### src/rtl/shift_counter.sv
// Johnson / ring sequencer with load, direction control, illegal-state self-correction
// and registered terminal-count and error pulses. Bit 0 is the first stage of the chain.
module shift_counter #(
    parameter  int WIDTH = 4,
    localparam int IDXW  = $clog2(2*WIDTH)
) (
    input  logic             clk,
    input  logic             rst,
    input  logic             en,
    input  logic             mode,
    input  logic             dir,
    input  logic             load,
    input  logic [WIDTH-1:0] load_val,
    output logic [WIDTH-1:0] q,
    output logic [IDXW-1:0]  idx,
    output logic             tc,
    output logic             err
);

    localparam logic [IDXW-1:0] JOHNSON_MAX = IDXW'(2*WIDTH - 1);
    localparam logic [IDXW-1:0] RING_MAX    = IDXW'(WIDTH - 1);

    function automatic int popcount(input logic [WIDTH-1:0] v);
        int n;
        n = 0;
        for (int i = 0; i < WIDTH; i++) begin
            if (v[i]) n++;
        end
        return n;
    endfunction

    // Johnson states have at most one boundary between a run of ones and a run of zeros.
    function automatic logic is_legal(input logic [WIDTH-1:0] v, input logic m);
        int edges;
        edges = 0;
        for (int i = 0; i < WIDTH-1; i++) begin
            if (v[i] != v[i+1]) edges++;
        end
        if (m) return (popcount(v) == 1);
        return (edges <= 1);
    endfunction

    function automatic logic [IDXW-1:0] idx_of(input logic [WIDTH-1:0] v, input logic m);
        int r;
        r = 0;
        if (m) begin
            for (int i = WIDTH-1; i >= 0; i--) begin
                if (v[i]) r = i;
            end
        end else if (v[0]) begin
            r = popcount(v);
        end else if (v != '0) begin
            r = 2*WIDTH - popcount(v);
        end
        return IDXW'(r);
    endfunction

    function automatic logic [WIDTH-1:0] step_of(input logic [WIDTH-1:0] v,
                                                 input logic m, input logic d);
        logic feed_lo;
        logic feed_hi;
        feed_lo = m ? v[WIDTH-1] : ~v[WIDTH-1];
        feed_hi = m ? v[0]       : ~v[0];
        if (d) return {feed_hi, v[WIDTH-1:1]};
        return {v[WIDTH-2:0], feed_lo};
    endfunction

    logic [WIDTH-1:0] q_d, q_q;
    logic             tc_d, tc_q;
    logic             err_d, err_q;
    logic [WIDTH-1:0] start_val;
    logic [WIDTH-1:0] next_val;
    logic [IDXW-1:0]  next_idx;

    always_comb begin
        start_val = mode ? WIDTH'(1) : '0;
        next_val  = step_of(q_q, mode, dir);
        next_idx  = idx_of(next_val, mode);
        q_d       = q_q;
        tc_d      = 1'b0;
        err_d     = 1'b0;
        if (load) begin
            if (is_legal(load_val, mode)) begin
                q_d = load_val;
            end else begin
                q_d   = start_val;
                err_d = 1'b1;
            end
        end else if (en) begin
            // All-zero is the ring seed, not an error.
            if (mode && q_q == '0) begin
                q_d = start_val;
            end else if (!is_legal(q_q, mode)) begin
                q_d   = start_val;
                err_d = 1'b1;
            end else begin
                q_d  = next_val;
                tc_d = dir ? (next_idx == (mode ? RING_MAX : JOHNSON_MAX))
                           : (next_idx == '0);
            end
        end
    end

    always_ff @(posedge clk or negedge rst) begin
        if (!rst) begin
            q_q   <= '0;
            tc_q  <= 1'b0;
            err_q <= 1'b0;
        end else begin
            q_q   <= q_d;
            tc_q  <= tc_d;
            err_q <= err_d;
        end
    end

    assign q   = q_q;
    assign tc  = tc_q;
    assign err = err_q;
    assign idx = idx_of(q_q, mode);

endmodule

### config.mk
export PLATFORM = sky130hd
export DESIGN_NAME = shift_counter
export DESIGN_NICKNAME = d
export VERILOG_FILES = /design/src/rtl/shift_counter.sv
export SDC_FILE = /design/constraint.sdc
export NUM_CORES = 1
export LEC_CHECK = 0
export BUFFER_PORTS_ARGS = -buffer_cell sky130_fd_sc_hd__buf_2
export CORE_ASPECT_RATIO = 1.75
export CORE_MARGIN = 2
export CORE_UTILIZATION = 35
export DETAILED_ROUTE_END_ITERATION = 6
export PLACE_DENSITY = 0.63
export SYNTH_ARGS = -nofsm -noshare
export SYNTH_HDL_FRONTEND = slang
export SYNTH_SLANG_ARGS = --single-unit
### constraint.sdc
create_clock -name clk -period 4.2 [get_ports clk]
set_input_delay 0.84 -clock clk [delete_from_list [all_inputs] [get_ports clk]]
set_output_delay 0.84 -clock clk [all_outputs]
set_load 0.03 [all_outputs]
==> run metrics <==
status finished clean; n_diodes 0; hold bufs inserted after CTS 0; critical-path cell list buf_2, inv_1, o21ai_0, inv_1, ha_1, xnor2_1, ha_1, o21ai_0, o311a_1, or4_1, a21oi_1, o31a_1; syn nets 221; GRT Total Usage 0.161; commonest cells in the netlist ha_1 (23), inv_1 (18), nand2_1 (12), o21ai_0 (12); Max-cap violations 0; top-area cell type share of the netlist area 0.198; most common cell in the netlist ha_1; slew margin rel. 0.621; CTS Buf Count 3; Final Cycle Share 0.833; vias in the first global route 1388; max-slew violations 0; clock transition at the registers of the reported paths roughly 30 ps; Post-CTS Setup Bufs 0; synth warn 0; H-tree depth 1; Final Hold Slack 443 ps; GPL Wtd Cong approximately 0.9; die footprint between 0.004 and 0.005 mm²; ranking of synthesized cells by area ha_1 (20%), dfrtp_1 (10%), inv_1 (4.6%), o21ai_0 (4.1%), xor2_1 (3.6%); Worst-Skew Late Latency approximately 220 ps; Routed Antenna Nets 0; count of final hold-check violations 0; CP Launch Type primary input; post-detail-place hpwl roughly 2800 µm; RSZ-0062 raised after global routing false; Die Height 89.3 µm; Final min period roughly 3500 ps; area grow syn2layout 9.72%; Nets 234; ys async rst share 1.00; leak pwr just under 0.8 nW; largest net degree at the start of global routing 23; # DRC 0; CTS tree yes; TNS Setup 0 ps; Std-Cell Rows 31; area leader, netlist ha_1; HP Class in2async; synthesized area per cell 7.73 µm²; #FFs+latches synth 6; Unique masters post-synth 50; crit path buf inv count 3; io pins 19; deepest clock path buffer count 2; crit-path leading delay family compound AO/OA/AOI/OAI gates; layout cells sized above 1 0.146; Seq/Total Area, Yosys 0.103; skew final around 1.8 ps; initial drt markers 38; EDFF count, synth 0; CP Max Fanout 18; starting density of the core 0.357; Worst path slowest cell or4_1; Remaining Overflow, GRT 0; critical path type in2reg; Pre-antenna DRT Iters 4; final core occ 0.392; die width around 53 µm; Synth Cell Area 0.00145 mm²; worst slew pin tran about 570 ps; PortBufs 18; Via density between 5 and 6; final setup fails 0; CTS-repair resized insts 0; vias ~1400; Fmax approximately 290 MHz; first-pass GRT wire length 5870 µm; Avg WL per Cell about 14 µm; Crit path arrival time 3650 ps; PD cells 338 mW/mm²; Worst path max stage delay roughly 470 ps; CP required around 4400 ps; Peak VDD IR approximately 0.11 mV; Top FF cell, synth dfrtp_1; root buffer cell clkbuf_8; Post-Synthesis Cells ~190; CTS Sinks 6; initial antenna violation count 0; CP endpoint kind flip-flop; Routed WL between 3000 and 4000 µm; core area slightly above 0.004 mm²
final cells by class:
| cell class | count | area, µm² |
|---|---|---|
| sequential | 6 | 150 |
| fill | 437 | 2480 |
| multi-input combinational | 151 | 1160 |
| timing repair buffer | 21 | 113 |
| inverter | 18 | 67.6 |
| clock buffer | 3 | 41.3 |
| tap | 49 | 61.3 |
worst register-to-register path, delay by kind of cell (launching register included):
| kind | cells | cell delay (ps) |
|---|---|---|
| buffers and inverters | 1 | 120 |
| adders and majority gates | 2 | 670 |
| xor gates and xnor gates | 1 | 160 |
| DFF | 1 | 690 |
| AOI/OAI and AO/OA | 5 | 720 |
| and+or+nand+nor | 2 | 660 |
stage by stage:
stage | instance area [µm²] | worst slack, ps | power, mW | instances
floorplan | 1450 | 801 | 0.375 | 188
global placement | 1550 | 503 | 0.453 | 245
detailed placement | 1550 | 467 | 0.457 | 245
CTS | 1600 | 694 | 0.545 | 248
global route | 1600 | 456 | 0.596 | 248
finish | 1600 | 701 | 0.540 | 248
final timing paths:
check                           slack [ps]  depth (start not counted)   end  from
worst max-delay path                   700                         12    tc   dir
max in group asynchronous             3610                          1  q[2]   rst
worst min-delay path                   440                          1  q[3]   rst
worst min register to register         830                          3  q[2]  q[2]
worst max register to register        1110                         11    tc  q[1]
min in group clk                       830                          3  q[2]  q[2]
flip-flops by register name, indices dropped and copies added, names as in the netlist:
name  cells
tc        1
err       1
q         4
where the power goes:
group / internal [mW] / leakage, nW / switching, mW
Clock: 0.0613 / 0.0216 / 0.0218
Sequential: 0.0661 / 0.0777 / 0.0145
Combinational: 0.151 / 0.671 / 0.225
cells by family (layout without fill, tap and decap cells):
family          after synthesis  after routing  share of synthesized area
fa+ha+maj                    23             23                      0.198
buf+inv                      31             42                     0.0972
mux                           5              5                     0.0353
flops                         6              6                      0.103
compound gates               56             56                      0.271
xor+xnor                     12             12                     0.0852
simple gates                 55             55                      0.210
layout by cell type, fill, tap and decap left out, drive strengths merged, types with 2 or more instances in the layout:
cell type  instances
and2               3
nand2b             4
o31a               2
inv               18
xor2               6
a21o               5
mux2i              4
a311oi             4
nor3b              2
o31ai              3
a31oi              4
or4                2
nand3              4
xnor2              6
a211oi             2
o311a              2
o21ai             13
ha                23
nor2               8
clkbuf             3
a21oi              7
or2                2
and4               2
nor2b              3
buf               21
dfrtp              6
nor3               5
a2111oi            2
a22o               4
nand2             12
per-layer routing:
metal,wire length (µm),track usage
met1,1330,0.161
met4,124,0.0816
met3,79,0.00836
met5,0,0
met2,1970,0.318
No activity file was read; power rests on OpenSTA's default activity.
